## src/rtl/serial_adder_pkg.sv

```systemverilog
// Shared definitions for the serial adder: FSM encoding and step/counter sizing.
package serial_adder_pkg;

  // Operation phases: waiting for operands, stepping digits, presenting result.
  typedef enum logic [1:0] {
    ST_IDLE = 2'd0,
    ST_RUN  = 2'd1,
    ST_HOLD = 2'd2
  } state_t;

  // Number of digit steps needed to cover a full operand.
  function automatic int step_count(input int width, input int digit);
    return width / digit;
  endfunction

  // Step counter width; one spare bit so the last index never aliases zero.
  function automatic int cnt_width(input int width, input int digit);
    return $clog2(width / digit) + 1;
  endfunction

  // Counter width for the default 8-bit, bit-serial configuration.
  localparam int DEFAULT_CNT_W = cnt_width(8, 1);

endpackage

```

## src/rtl/serial_adder_slice.sv

```systemverilog
// Combinational DIGIT-bit ripple adder used once per clock by serial_adder.
// c_msb is the carry into the top bit, needed for signed overflow.
module adder_slice #(
  parameter int DIGIT = 1
) (
  input  logic [DIGIT-1:0] x,
  input  logic [DIGIT-1:0] y,
  input  logic             ci,
  output logic [DIGIT-1:0] s,
  output logic             co,
  output logic             c_msb
);

  logic w_carry;

  // Ripple the carry through the digit, remembering the carry into the top bit.
  always_comb begin
    s       = '0;
    c_msb   = 1'b0;
    w_carry = ci;
    for (int i = 0; i < DIGIT; i++) begin
      s[i]    = x[i] ^ y[i] ^ w_carry;
      c_msb   = w_carry;
      w_carry = (x[i] & y[i]) | (w_carry & (x[i] ^ y[i]));
    end
    co = w_carry;
  end

endmodule

```

## src/rtl/serial_adder.sv

```systemverilog
// Multi-cycle adder/subtractor: one DIGIT-bit slice per clock, carry held in a
// register between steps. Handshake: a transfer happens on a rising edge where
// valid and ready are both high; in_ready and out_valid are never high together.
module serial_adder
  import serial_adder_pkg::*;
#(
  parameter int WIDTH = 8,
  parameter int DIGIT = 1
) (
  input  logic             clk,
  input  logic             rst,
  input  logic             in_valid,
  output logic             in_ready,
  input  logic [WIDTH-1:0] a,
  input  logic [WIDTH-1:0] b,
  input  logic             cin,
  input  logic             sub,
  output logic             out_valid,
  input  logic             out_ready,
  output logic [WIDTH-1:0] sum,
  output logic             cout,
  output logic             ovf
);

  if ((DIGIT < 1) || (DIGIT > WIDTH) || ((WIDTH % DIGIT) != 0)) begin : g_param_check
    $error("serial_adder: WIDTH must be a positive multiple of DIGIT");
  end

  localparam int            STEPS = step_count(WIDTH, DIGIT);
  localparam int            CW    = cnt_width(WIDTH, DIGIT);
  localparam logic [CW-1:0] LAST  = CW'(STEPS - 1);

  state_t           r_state;
  state_t           w_next;
  logic             w_capture;
  logic             w_last;
  logic [WIDTH-1:0] r_a;
  logic [WIDTH-1:0] r_b;
  logic [WIDTH-1:0] r_sum;
  logic [CW-1:0]    r_cnt;
  logic             r_carry;
  logic             r_sub;
  logic             r_cout;
  logic             r_ovf;
  logic [DIGIT-1:0] w_s;
  logic             w_co;
  logic             w_cmsb;

  // Operands shift right each step, so the current digit is always at the bottom.
  adder_slice #(.DIGIT(DIGIT)) u_slice (
    .x     (r_a[DIGIT-1:0]),
    .y     (r_b[DIGIT-1:0]),
    .ci    (r_carry),
    .s     (w_s),
    .co    (w_co),
    .c_msb (w_cmsb)
  );

  // Next-state and handshake outputs; in_ready is held low while rst is high.
  always_comb begin
    w_next    = r_state;
    in_ready  = 1'b0;
    out_valid = 1'b0;
    w_capture = 1'b0;
    w_last    = 1'b0;
    case (r_state)
      ST_IDLE: begin
        in_ready = !rst;
        if (in_valid && !rst) begin
          w_capture = 1'b1;
          w_next    = ST_RUN;
        end
      end
      ST_RUN: begin
        if (r_cnt == LAST) begin
          w_last = 1'b1;
          w_next = ST_HOLD;
        end
      end
      ST_HOLD: begin
        out_valid = 1'b1;
        if (out_ready) w_next = ST_IDLE;
      end
      default: w_next = ST_IDLE;
    endcase
  end

  // State register; reset abandons any operation in flight.
  always_ff @(posedge clk) begin
    if (rst) r_state <= ST_IDLE;
    else     r_state <= w_next;
  end

  // Datapath: capture operands (b inverted and carry adjusted for subtract),
  // then fold one digit per RUN cycle into the top of the sum shift register.
  always_ff @(posedge clk) begin
    if (rst) begin
      r_a     <= '0;
      r_b     <= '0;
      r_sum   <= '0;
      r_cnt   <= '0;
      r_carry <= 1'b0;
      r_sub   <= 1'b0;
      r_cout  <= 1'b0;
      r_ovf   <= 1'b0;
    end else if (w_capture) begin
      r_a     <= a;
      r_b     <= sub ? ~b : b;
      r_carry <= sub ? ~cin : cin;
      r_sub   <= sub;
      r_sum   <= '0;
      r_cnt   <= '0;
      r_cout  <= 1'b0;
      r_ovf   <= 1'b0;
    end else if (r_state == ST_RUN) begin
      r_a     <= r_a >> DIGIT;
      r_b     <= r_b >> DIGIT;
      r_sum   <= (r_sum >> DIGIT) | (WIDTH'(w_s) << (WIDTH - DIGIT));
      r_carry <= w_co;
      r_cnt   <= r_cnt + CW'(1);
      if (w_last) begin
        r_cout <= w_co ^ r_sub;
        r_ovf  <= w_co ^ w_cmsb;
      end
    end
  end

  assign sum  = r_sum;
  assign cout = r_cout;
  assign ovf  = r_ovf;

endmodule
```

## config.mk

```make
export PLATFORM = sky130hd
export DESIGN_NAME = serial_adder
export DESIGN_NICKNAME = d
export VERILOG_FILES = /design/src/rtl/serial_adder_pkg.sv /design/src/rtl/serial_adder_slice.sv /design/src/rtl/serial_adder.sv
export SDC_FILE = /design/constraint.sdc
export NUM_CORES = 1
export LEC_CHECK = 0
export ABC_AREA = 1
export BUFFER_PORTS_ARGS = -buffer_cell sky130_fd_sc_hd__buf_4
export CAP_MARGIN = 20
export CORE_AREA = 2 2 68 70
export CTS_CLUSTER_DIAMETER = 100
export DETAILED_ROUTE_END_ITERATION = 6
export DIE_AREA = 0 0 70 72
export PLACE_DENSITY_LB_ADDON = 0.08
export SYNTH_ARGS = -nofsm -noshare
export SYNTH_HDL_FRONTEND = slang
export SYNTH_HIERARCHICAL = 1
export SYNTH_SLANG_ARGS = --single-unit
```

## constraint.sdc

```tcl
create_clock -name clk -period 1.7 [get_ports clk]
set_input_delay 0.17 -clock clk [delete_from_list [all_inputs] [get_ports clk]]
set_output_delay 0.17 -clock clk [all_outputs]
set_load 0.01 [all_outputs]
```

==> results of run 1 <==
-- sequential cells by signal (all words and copies together), names as in the netlist --
| name | cells |
|---|---|
| r_b | 8 |
| r_a | 8 |
| cout | 1 |
| r_sub | 1 |
| r_cnt | 4 |
| r_carry | 1 |
| sum | 8 |
| ovf | 1 |
| r_state | 2 |
-- metrics by stage --
step / std cells / setup slack [ps] / util / power [mW] / hold slack (ps)
finish: 348 / 375 / 0.486 / 1.75 / 149
global route: 348 / 235 / 0.486 / 1.86 / 149
CTS: 348 / 374 / 0.486 / 1.78 / 137
detailed placement: 340 / 375 / 0.464 / 1.16 / 442
global placement: 340 / 391 / 0.464 / 1.17 / 443
floorplan: 260 / 473 / - / 1.07 / 239
-- power groups by stage --
stage	clock network (mW)	registers [mW]	logic, mW
2_1_floorplan	0	0.872	0.198
3_3_place_gp	0	0.876	0.289
3_5_place_dp	0	0.876	0.289
4_1_cts	0.636	0.858	0.290
5_1_grt	0.673	0.863	0.325
6_report	0.609	0.858	0.286
-- final timing paths --
| kind | startpoint | to | cells after the start |
|---|---|---|---|
| min | a[7] | r_a[7]$_SDFFE_PP0P_ | 3 |
| max reg2reg | r_b[0]$_SDFFE_PP0P_ | ovf$_SDFFE_PP0P_ | 5 |
| min reg2reg | r_b[7]$_SDFFE_PP0P_ | r_b[7]$_SDFFE_PP0P_ | 2 |
| max | r_state[0]$_SDFFE_PP0P_ | in_ready | 4 |
-- kinds of logic after synthesis --
family,synth area share
and+or+nand+nor,0.373
buffers and inverters,0.116
DFF,0.403
AOI/OAI and AO/OA,0.0681
xor gates and xnor gates,0.0207
adders and majority gates,0.0193
-- final cells by class --
class,instances,area (sq um),share of cell area
multi-input cells,182,813,0.393
flip-flops and latches,34,681,0.329
well taps,52,65.1,0.0314
clock buffers,7,86.3,0.0417
inverters,32,120,0.0580
clock inverters,1,5.00,0.00242
repair buffers,40,300,0.145
-- cell usage in the layout (no fill, tap or decap), drive strengths merged --
cell type	instances
a21oi	20
buf	40
clkbuf	7
clkinv	2
dfxtp	34
fa	1
ha	1
inv	31
nand2	108
nand3	27
nor2	16
nor3	2
o21ai	3
xnor2	2
xor2	2
-- metal layers --
metal  GRT usage  vias up  part of all wire
li1            -      862                 -
met1       0.184      685              0.51
met2       0.265       36              0.43
met3      0.0403        4             0.049
met4      0.0684        0             0.012
met5           0        -                 0
-- worst max-delay path, delay by kind of cell, from the launching register on --
family        cells  cell delay [ps]
flops             1              330
buf+inv           2              250
simple gates      2              290
==> results.py, run 1 <==
metrics = {
    "status": {
        "status": "finished clean",
    },
    "clocking": {
        "cts_resized": 0,
        "postCtsHoldBufs": 0,
        "cts.sinks": 34,
        "h-tree-depth": 2,
        "cts_buffer_depth": 2,
        "postCtsSetupBuffers": 0,
        "cts_tree": "done",
        "path_clk_slew_ps": 70,
        "clock-root-buffer": "clkbuf_8",
        "numCtsBuffers": 5,
        "insertion_delay_ps": 280,
    },
    "routing": {
        "dr_total_vias": 1587,
        "drt.antenna.violating_nets": 0,
        "drt_first_pass_iters": 4,
        "wirelength_microns": 3510,
        "drc_errors": 0,
        "vias_per_cell": 4.56,
        "drt_iter0_drc": 62,
        "avgRoutedWirePerCell_microns": 10.1,
    },
    "critical_path": {
        "crit_path_start_kind": "flip-flop",
        "crit_path_end_kind": "output port",
        "cp.arrival_ps": 1160,
        "path_class": "flip-flop to output port",
        "worstPathMaxFanout": 4,
        "rrSetupSlack_ps": 390,
        "slowest_delay_ps": 330,
        "required_ps": 1530,
        "crit_chain": "inv_1, nand2_1, nor2_1, buf_4",
        "cp_slowest_cell": "dfxtp_1",
    },
    "global_routing": {
        "grt_pass1_wl_microns": 6230,
        "grt_overflow": 0,
        "grt_pass1_vias": 1475,
        "grt_start_max_net_pins": 25,
        "antenna_found_initial": 0,
        "track_usage": 0.155,
    },
    "logic_synthesis": {
        "ys.flop_type": "dfxtp_1",
        "synth_edf_count": 0,
        "synth.area.top_cells": "dfxtp_1, nand2_1, nand3_1",
        "synthMostInstantiatedCell": "nand2_1",
        "mappedNetlistNets": 284,
        "synth_warnings": 6,
        "synth_seq_cells": 34,
        "syn_area_sq_um": 1690,
        "syn_avg_cell_area_sq_um": 6.50,
        "synth.top_cell.area_share": 0.403,
        "synth_common_cells": "nand2_1, dfxtp_1, inv_1",
        "seq_area_frac_synth": 0.403,
        "synth_cell_types": 20,
        "yosysTopAreaCell": "dfxtp_1",
        "synthArstFlopShare": 0,
        "postSynthCellCount": 260,
    },
    "timing": {
        "max_freq_mhz": 754,
        "fin_crit_ps": 1330,
        "rsz0062_at_grt": "no",
        "final_max_slew_viol_count": 0,
        "skew_ps": 4.08,
        "slew_headroom": 0.745,
        "setup_tns_ps": 0,
        "final-setup-viol-count": 0,
        "fin_crit_sh": 0.780,
        "finalHoldViolations": 0,
        "worst_pin_slew_ps": 382,
    },
    "die": {
        "die-height_microns": 72,
        "initial_core_util": 0.396,
        "die_w_microns": 70,
        "pin_count": 34,
        "die_area_sq_um": 5040,
        "rows": 24,
        "core_sq_um": 4260,
    },
    "power_and_ir_drop": {
        "p_leak_nw": 1.03,
        "ir_drop_uv": 503,
        "switchingPower_mw": 0.474,
        "p_clk_frac": 0.348,
        "power_density_nw_per_um2": 847,
        "p_int_mw": 1.28,
        "seqPwrFrac": 0.489,
        "pwr-share-comb": 0.163,
        "swShare": 0.270,
    },
    "final_layout": {
        "stdcell_area_sq_um": 2070,
        "drive_above_1_share": 0.179,
        "n_antenna_cell": 0,
        "nFillCells": 471,
        "nNetsFinal": 319,
        "syn_to_final_growth_pct": 22.6,
    },
    "placed_design": {
        "finalWeightedCongestion": 0.760,
        "portBuffers": 33,
        "dp_hpwl_microns": 2470,
        "dpl_cell_area_sq_um": 1980,
    },
    "run": {
        "drv_cap": 0,
    },
    "hold_path": {
        "worstHoldPathType": "primary input to flip-flop",
    },
}
Power figures use the tool's default switching activity.
==> inputs of run 2 (changes only) <==
==> constraint.sdc (replaced) <==
create_clock -name clk -period 1.1 [get_ports clk]
set_input_delay 0.11 -clock clk [delete_from_list [all_inputs] [get_ports clk]]
set_output_delay 0.11 -clock clk [all_outputs]
set_load 0.01 [all_outputs]
==> run 2 against run 1 <==
Against the previous run: the run now ends with negative setup slack left; wire length grew 3.6%; flip-flop and latch count is the same; final area increased by 14%; sequential share of layout area fell by 3.7 points; register-to-register slack got worse by 460 ps; core utilization is 6.6 points higher; worst hold slack got worse by 65 ps; sequential power increased by 55%; largest cell class unchanged.
==> results.py, run 2 (same netlist as run 1, synthesis figures left out) <==
metrics = {
    "die": {
        "pin_count": 34,
        "initial_core_util": 0.396,
        "die_area_sq_um": 5040,
        "core_sq_um": 4260,
        "die_w_microns": 70,
        "rows": 24,
        "die-height_microns": 72,
    },
    "power_and_ir_drop": {
        "power_density_nw_per_um2": 1280,
        "p_int_mw": 2.25,
        "ir_drop_uv": 902,
        "pwr-share-comb": 0.188,
        "power.total_mw": 3.02,
        "p_leak_nw": 1.15,
        "p_clk_frac": 0.372,
        "seqPwrFrac": 0.439,
        "switchingPower_mw": 0.772,
        "swShare": 0.256,
    },
    "final_layout": {
        "drive_above_1_share": 0.289,
        "mostFrequentLayoutCells": "nand2_1, buf_4, dfxtp_1, inv_1, nand3_1",
        "stdcell_area_sq_um": 2350,
        "nNetsFinal": 338,
        "syn_to_final_growth_pct": 39.2,
        "nFillCells": 446,
        "register_area_sq_um": 687,
        "n_antenna_cell": 0,
        "finalNonFillerCells": 367,
        "post-route-util": 0.551,
        "layout_commonest_cell": "nand2_1",
        "multi_input_area_sq_um": 875,
    },
    "timing": {
        "final_max_slew_viol_count": 0,
        "skew_ps": 6.61,
        "worst_pin_slew_ps": 249,
        "holdWs_ps": 83.6,
        "fin_crit_sh": 1.06,
        "final-setup-viol-count": 22,
        "slew_headroom": 0.833,
        "fin_crit_ps": 1170,
        "setup_slack_ps": -66.5,
        "max_freq_mhz": 857,
        "finalHoldViolations": 0,
        "rsz0062_at_grt": "yes",
    },
    "critical_path": {
        "crit_path_end_kind": "flip-flop",
        "cp.arrival_ps": 1380,
        "crit_chain": "inv_2, buf_4, nor2_4, buf_12, nand2_1, nand2_1, nand2_1, a21oi_1",
        "worstPathMaxFanout": 17,
        "required_ps": 1310,
        "path_class": "flip-flop to flip-flop",
        "slowest_delay_ps": 350,
        "crit_path_start_kind": "flip-flop",
        "cp_slowest_cell": "dfxtp_2",
        "crit_top_cell": "nand2_1",
    },
    "global_routing": {
        "grt_pass1_wl_microns": 6200,
        "track_usage": 0.151,
        "grt_overflow": 0,
        "antenna_found_initial": 0,
        "grt_start_max_net_pins": 18,
        "grt_pass1_vias": 1507,
    },
    "routing": {
        "drt.antenna.violating_nets": 0,
        "avgRoutedWirePerCell_microns": 9.90,
        "dr_total_vias": 1652,
        "vias_per_cell": 4.50,
        "drt_iter0_drc": 53,
        "drt_first_pass_iters": 5,
        "wirelength_microns": 3630,
        "drc_errors": 0,
    },
    "clocking": {
        "path_clk_slew_ps": 70,
        "h-tree-depth": 2,
        "cts.sinks": 34,
        "clock-root-buffer": "clkbuf_8",
        "numCtsBuffers": 5,
        "insertion_delay_ps": 290,
        "postCtsHoldBufs": 0,
        "cts_buffer_depth": 2,
        "cts_tree": "done",
    },
    "status": {
        "violations": "negative setup slack",
        "status": "finished, violations left",
    },
    "run": {
        "drv_cap": 0,
    },
    "placed_design": {
        "dpl_cell_area_sq_um": 2130,
        "dp_hpwl_microns": 2560,
        "portBuffers": 33,
        "place_inst": 355,
        "finalWeightedCongestion": 0.735,
    },
    "hold_path": {
        "worstHoldPathType": "primary input to flip-flop",
    },
}
-- run 2: worst paths after layout --
path | from | cells after the start | endpoint | slack [ps]
setup / recovery | r_state[0]$_SDFFE_PP0P_ | 8 | r_a[2]$_SDFFE_PP0P_ | -70
hold / removal | a[7] | 3 | r_a[7]$_SDFFE_PP0P_ | 80
setup reg to reg | r_state[0]$_SDFFE_PP0P_ | 8 | r_a[2]$_SDFFE_PP0P_ | -70
hold reg to reg | r_b[7]$_SDFFE_PP0P_ | 2 | r_b[7]$_SDFFE_PP0P_ | 460
-- run 2: cell type report --
type,instances,share of cell area
Timing Repair Buffer,59,0.211
Sequential cell,34,0.292
Multi-Input combinational cell,182,0.372
Clock buffer,7,0.0325
Clock inverter,1,0.0128
Inverter,32,0.0522
Tap cell,52,0.0277
-- run 2: worst max-delay path: cells and delay by family, from the launching register on --
family          cells  cell delay (ps)
compound gates      1              120
buf+inv             3              340
simple gates        4              270
flops               1              350
-- run 2: what timing repair did --
item	in CTS	in global routing
buffers inserted	3	1
setup endpoints to repair	22	35
resized for setup	12	14
pin swaps	5	4
-- run 2: through the flow --
stage	setup WS [ps]	TNS [ps]
CTS	-83.1	-861
finish	-66.5	-748
global route	-154	-3500
detailed placement	-67.8	-394
global placement	-52.5	-153
floorplan	-42.9	-77.1
-- run 2: metal layers --
metal / vias to the layer above / track usage / part of all wire / wire length, microns
li1: 899 / - / - / -
met1: 718 / 0.176 / 0.49 / 1790
met2: 30 / 0.263 / 0.44 / 1620
met3: 5 / 0.0514 / 0.050 / 183
met4: 0 / 0.0470 / 0.011 / 39
met5: - / 0 / 0 / 0
-- run 2: power by group through the flow --
stage / clock network (mW) / registers [mW] / logic [mW]
floorplan: 0 / 1.35 / 0.306
global placement: 0 / 1.35 / 0.517
detailed placement: 0 / 1.35 / 0.516
CTS: 1.15 / 1.32 / 0.555
global route: 1.20 / 1.33 / 0.639
finish: 1.12 / 1.33 / 0.568
